**config.mk**
```make
export PLATFORM = sky130hd
export DESIGN_NAME = collision_arbiter
export DESIGN_NICKNAME = d
export VERILOG_FILES = /design/src/rtl/collision_arbiter.sv
export SDC_FILE = /design/constraint.sdc
export NUM_CORES = 1
export LEC_CHECK = 0
export BUFFER_PORTS_ARGS = -buffer_cell sky130_fd_sc_hd__buf_4
export CAP_MARGIN = 10
export CORE_ASPECT_RATIO = 1.1
export CORE_MARGIN = 4
export CORE_UTILIZATION = 35
export DETAILED_ROUTE_END_ITERATION = 10
export GPL_TIMING_DRIVEN = 0
export PLACE_DENSITY = 0.51
export SKIP_CTS_REPAIR_TIMING = 1
export SLEW_MARGIN = 20
export SYNTH_ARGS = -nofsm -noshare
export SYNTH_HDL_FRONTEND = slang
export SYNTH_SLANG_ARGS = --single-unit
```
**constraint.sdc**
```tcl
create_clock -name clk -period 10.15 [get_ports clk]
set_input_delay 0.5075 -clock clk [delete_from_list [all_inputs] [get_ports clk]]
set_output_delay 0.5075 -clock clk [all_outputs]
set_load 0.02 [all_outputs]
```
**src/rtl/collision_arbiter.sv**
```systemverilog
// Per-frame collision arbiter: counts ship/asteroid and torpedo/asteroid pixel
// overlaps over a frame and converts them into single event pulses at frame_start.
module collision_arbiter #(
    parameter int T_NUM        = 4,
    parameter int A_NUM        = 8,
    parameter int MIN_OVERLAP  = 2,
    parameter int GRACE_FRAMES = 120
) (
    input  logic             clk,
    input  logic             resetN,
    input  logic             frame_start,
    input  logic             game_over,
    input  logic             draw_ship,
    input  logic [A_NUM-1:0] draw_asteroid,
    input  logic [T_NUM-1:0] draw_torpedo,
    output logic             die,
    output logic             ship_invuln,
    output logic [T_NUM-1:0] torpedo_kill,
    output logic [A_NUM-1:0] asteroid_hit,
    output logic             score_add,
    output logic [3:0]       score_sum
);

    localparam int CW = $clog2(MIN_OVERLAP + 1);
    localparam logic [CW-1:0] SAT      = CW'(MIN_OVERLAP);
    localparam logic [CW-1:0] CNT_ONE  = CW'(1);
    localparam logic [7:0]    GRACE_LD = 8'(GRACE_FRAMES);

    logic [CW-1:0] ship_cnt [A_NUM];
    logic [CW-1:0] tor_cnt  [T_NUM][A_NUM];
    logic [7:0]    grace;

    logic             ship_hit;
    logic             die_cond;
    logic [T_NUM-1:0] tk;
    logic [A_NUM-1:0] ah;
    logic [A_NUM-1:0] ah_m;
    logic [3:0]       ah_pop;

    // Evaluation only ever looks at the registered counts, so draws on the
    // frame_start cycle itself never contribute.
    always_comb begin
        ship_hit = 1'b0;
        tk       = '0;
        ah       = '0;
        for (int a = 0; a < A_NUM; a++) begin
            if (ship_cnt[a] == SAT) ship_hit = 1'b1;
            for (int t = 0; t < T_NUM; t++) begin
                if (tor_cnt[t][a] == SAT) begin
                    tk[t] = 1'b1;
                    ah[a] = 1'b1;
                end
            end
        end
        die_cond = ship_hit && (grace == 8'd0) && !game_over;
        ah_m     = game_over ? '0 : ah;
        ah_pop   = '0;
        for (int a = 0; a < A_NUM; a++) begin
            ah_pop = ah_pop + 4'(ah_m[a]);
        end
    end

    always_ff @(posedge clk or negedge resetN) begin
        if (!resetN) begin
            for (int a = 0; a < A_NUM; a++) begin
                ship_cnt[a] <= '0;
                for (int t = 0; t < T_NUM; t++) tor_cnt[t][a] <= '0;
            end
            grace        <= 8'd0;
            die          <= 1'b0;
            ship_invuln  <= 1'b0;
            torpedo_kill <= '0;
            asteroid_hit <= '0;
            score_add    <= 1'b0;
            score_sum    <= 4'd0;
        end else begin
            ship_invuln <= (grace != 8'd0);
            if (frame_start) begin
                for (int a = 0; a < A_NUM; a++) begin
                    ship_cnt[a] <= '0;
                    for (int t = 0; t < T_NUM; t++) tor_cnt[t][a] <= '0;
                end
                die          <= die_cond;
                torpedo_kill <= game_over ? '0 : tk;
                asteroid_hit <= ah_m;
                score_sum    <= ah_pop;
                score_add    <= (ah_pop != 4'd0);
                // game_over masks die_cond, so the countdown keeps running.
                if (die_cond)
                    grace <= GRACE_LD;
                else if (grace != 8'd0)
                    grace <= grace - 8'd1;
            end else begin
                die          <= 1'b0;
                torpedo_kill <= '0;
                asteroid_hit <= '0;
                score_add    <= 1'b0;
                for (int a = 0; a < A_NUM; a++) begin
                    if (draw_ship && draw_asteroid[a] && ship_cnt[a] != SAT)
                        ship_cnt[a] <= ship_cnt[a] + CNT_ONE;
                    for (int t = 0; t < T_NUM; t++) begin
                        if (draw_torpedo[t] && draw_asteroid[a] && tor_cnt[t][a] != SAT)
                            tor_cnt[t][a] <= tor_cnt[t][a] + CNT_ONE;
                    end
                end
            end
        end
    end

endmodule

```
==> reports/qor.yml <==
rows: 47
powerDensity_mw_per_mm2: 174
drt_iter0_drc: 218
vias_per_cell: 4.90
max_slew_margin: 0.418
diodes: 0
required_ps: 10380
netlist_instances: 550
synth-edff-count: 0
synth.avg_cell_area_um2: 9.80
portBuffers: 29
fin_skew_ps: 8.07
met3_length_um: 404
finalSetupTns_ps: 0
path_delay_family: "adder cells"
firstDrtPassIters: 4
max_freq_mhz: 247
num_io_pins: 36
hpwl_mm: 8.88
cap_violations: 0
status: "finished, final reports clean"
p_clk_frac: 0.357
rsz0062_at_grt: "no"
clockRootBuffer: "clkbuf_16"
cp.arrival_ps: 4280
period_share: 0.399
critical_path_class: "reg2reg"
path_buf_inv: 3
synth_top_area_cell: "dfrtp_1"
grt_max_degree: 108
power_leakage_nw: 2.85
cp-end-kind: "register"
combPwrFrac: 0.182
cts_buffer_depth: 2
wl_met2_mm: 5.87
setup_viol: 0
grt_antenna_before_repair: 0
p_total_mw: 1.07
maxSlewViolCount: 0
clkTransAtPathRegs_ps: 70
hp-class: "in2async"
crit_path_frequent_cell: "fa_1"
worst_skew_pair.late_latency_ps: 350
p_switching_uw: 297
initial_core_util: 0.358
ant_nets: 0
switching_share: 0.276
synth_warnings: 0
seqPwrFrac: 0.461
drc: 0
wl_per_cell_um: 15.6
hold_violations: 0
nets: 655
cts_made_buffers: 9
placeableCoreArea_mm2: 0.0151
crit_fanout: 3
ys_types: 35
yosysTopAreaCellShare: 0.497
place_congestion: 0.826
synthesis.nets: 615
seq_area_mm2: 0.00268
grt_use_total: 0.148
die_x_um: 126
worst_pin_slew_ps: 873
ys_seq_area_frac: 0.497
dp.cells: 775
syn-cell-area_mm2: 0.00539
cts_tree: "built"
final_cells: 791
reg2reg_slack_ps: 6100
start_kind: "register"
grt_pass1_vias: 3873
vias: 3879
dieArea_mm2: 0.0174
crit_chain: "inv_1, ha_1, nor4_1, or2_2, fa_1, fa_1, inv_1, fa_1, ha_1, inv_1, fa_1, nor2b_1, a21oi_1, o31a_1"
die_h_um: 138
synthFlopType: "dfrtp_1"
ys_seq_elements: 107
period_needed_ps: 4050
grt_overflow: 0
drt-total-wl_mm: 12.4
clock-sinks: 107
yosys-top-cells-area: "dfrtp_1 (50%), ha_1 (10%), nor2_1 (9.3%), xnor2_1 (6.5%), nand3b_1 (5.6%)"
grt_pass1_wl_mm: 20.3
slowest_stage: "fa_1"
area_growth_pct: 14.8
drive_above_1_share: 0.0941
fillers: 1492
multiInputGateArea_mm2: 0.00245
wl_met1_mm: 5.85
htree_levels: 3
irDropWorstVdd_mv: 0.0836
synthArstFlopShare: 1.00
cpPeakStageDelay_ps: 550
p_int_uw: 778
top_layer: "met4"
==> layout by cell type, fill, tap and decap left out, drive strengths merged <==
cell,instances
ha,44
mux2i,1
inv,53
or2,5
a21oi,50
nor3,3
dfrtp,107
or4b,1
nor2,133
nor4,19
o2bb2ai,1
o31ai,2
clkinv,1
nand3,1
nand2,8
nand2b,2
buf,31
nand4,1
nand3b,40
clkbuf,27
o21a,1
o31a,1
xnor2,40
and3,1
or3,1
mux2,2
nor2b,2
clkinvlp,1
or2b,1
o211a,1
o21ai,4
bufinv,2
fa,4
a211oi,2
o32ai,1
or4,1
==> through the flow <==
step	hold slack, ps	setup slack [ps]	util	area [µm²]
after detailed placement	479	6150	0.389	5850
after floorplan	212	6470	-	5390
final	266	6100	0.411	6190
after CTS	350	6120	0.411	6180
after global placement	475	6140	0.389	5850
after global routing	337	5910	0.411	6190
==> per-layer routing <==
layer / up-vias / global-route usage
li1: 1896 / -
met2: 63 / 0.240
met3: 19 / 0.0204
met5: - / 0
met4: 0 / 0.0621
met1: 1901 / 0.198
==> power groups by stage <==
stage / clock network [mW] / logic [mW] / registers [mW]
finish: 0.384 / 0.195 / 0.495
global route: 0.412 / 0.223 / 0.501
CTS: 0.395 / 0.199 / 0.495
detailed placement: 0 / 0.197 / 0.504
global placement: 0 / 0.192 / 0.502
floorplan: 0 / 0.129 / 0.507
==> cell usage after synthesis, types with 3 or more instances <==
cell type and number:
nor3_1 3, o21ai_0 4, nor2_1 133, fa_1 4
ha_1 44, or2_2 5, nand2_1 8, nor4_1 18
nand3b_1 40, clkbuf_1 14, a21oi_1 50, buf_1 3
dfrtp_1 107, xnor2_1 40, inv_1 52
==> area by class of cell <==
class / instances / share of cell area
Buffer: 17 / 0.0103
Clock buffer: 12 / 0.0415
Clock inverter: 4 / 0.0117
Inverter: 53 / 0.0322
Multi-Input combinational cell: 373 / 0.396
Sequential cell: 107 / 0.433
Tap cell: 196 / 0.0396
Timing Repair Buffer: 29 / 0.0362
==> worst paths after layout <==
kind                                          start                       end  cells after the start
max                         tor_cnt[40]$_DFFE_PN0P_       score_add$_DFF_PN0_                     14
min                                          resetN      grace[2]$_DFFE_PN0P_                      1
min in group clk           score_sum[2]$_DFFE_PN0P_  score_sum[2]$_DFFE_PN0P_                      2
max reg2reg                 tor_cnt[40]$_DFFE_PN0P_       score_add$_DFF_PN0_                     14
max in group asynchronous                    resetN   tor_cnt[35]$_DFFE_PN0P_                      1
min reg2reg                score_sum[2]$_DFFE_PN0P_  score_sum[2]$_DFFE_PN0P_                      2
==> flip-flops by register name (all words and copies together) (netlist names) <==
register and cells:
ship_cnt 16, ship_invuln 1, die 1, asteroid_hit 8, grace 8, torpedo_kill 4
tor_cnt 64, score_sum 4, score_add 1
==> worst reg2reg max path: cells and delay by family (launching register included) <==
kind	cells	cell delay (ps)
AO/OA/AOI/OAI	2	310
adder cells (fa/ha/maj)	6	2280
buffers and inverters	3	170
flip-flops	1	330
AND/OR/NAND/NOR	3	840
==> cells by family after synthesis <==
logic type	Yosys count	share of synthesized area
buffers and inverters	70	0.0488
adder cells (fa/ha/maj)	48	0.117
multiplexers	3	0.00604
AO/OA/AOI/OAI	63	0.0639
XOR/XNOR	40	0.0650
flip-flops	107	0.497
AND/OR/NAND/NOR	219	0.202
No activity file was read; power rests on OpenSTA's default activity.
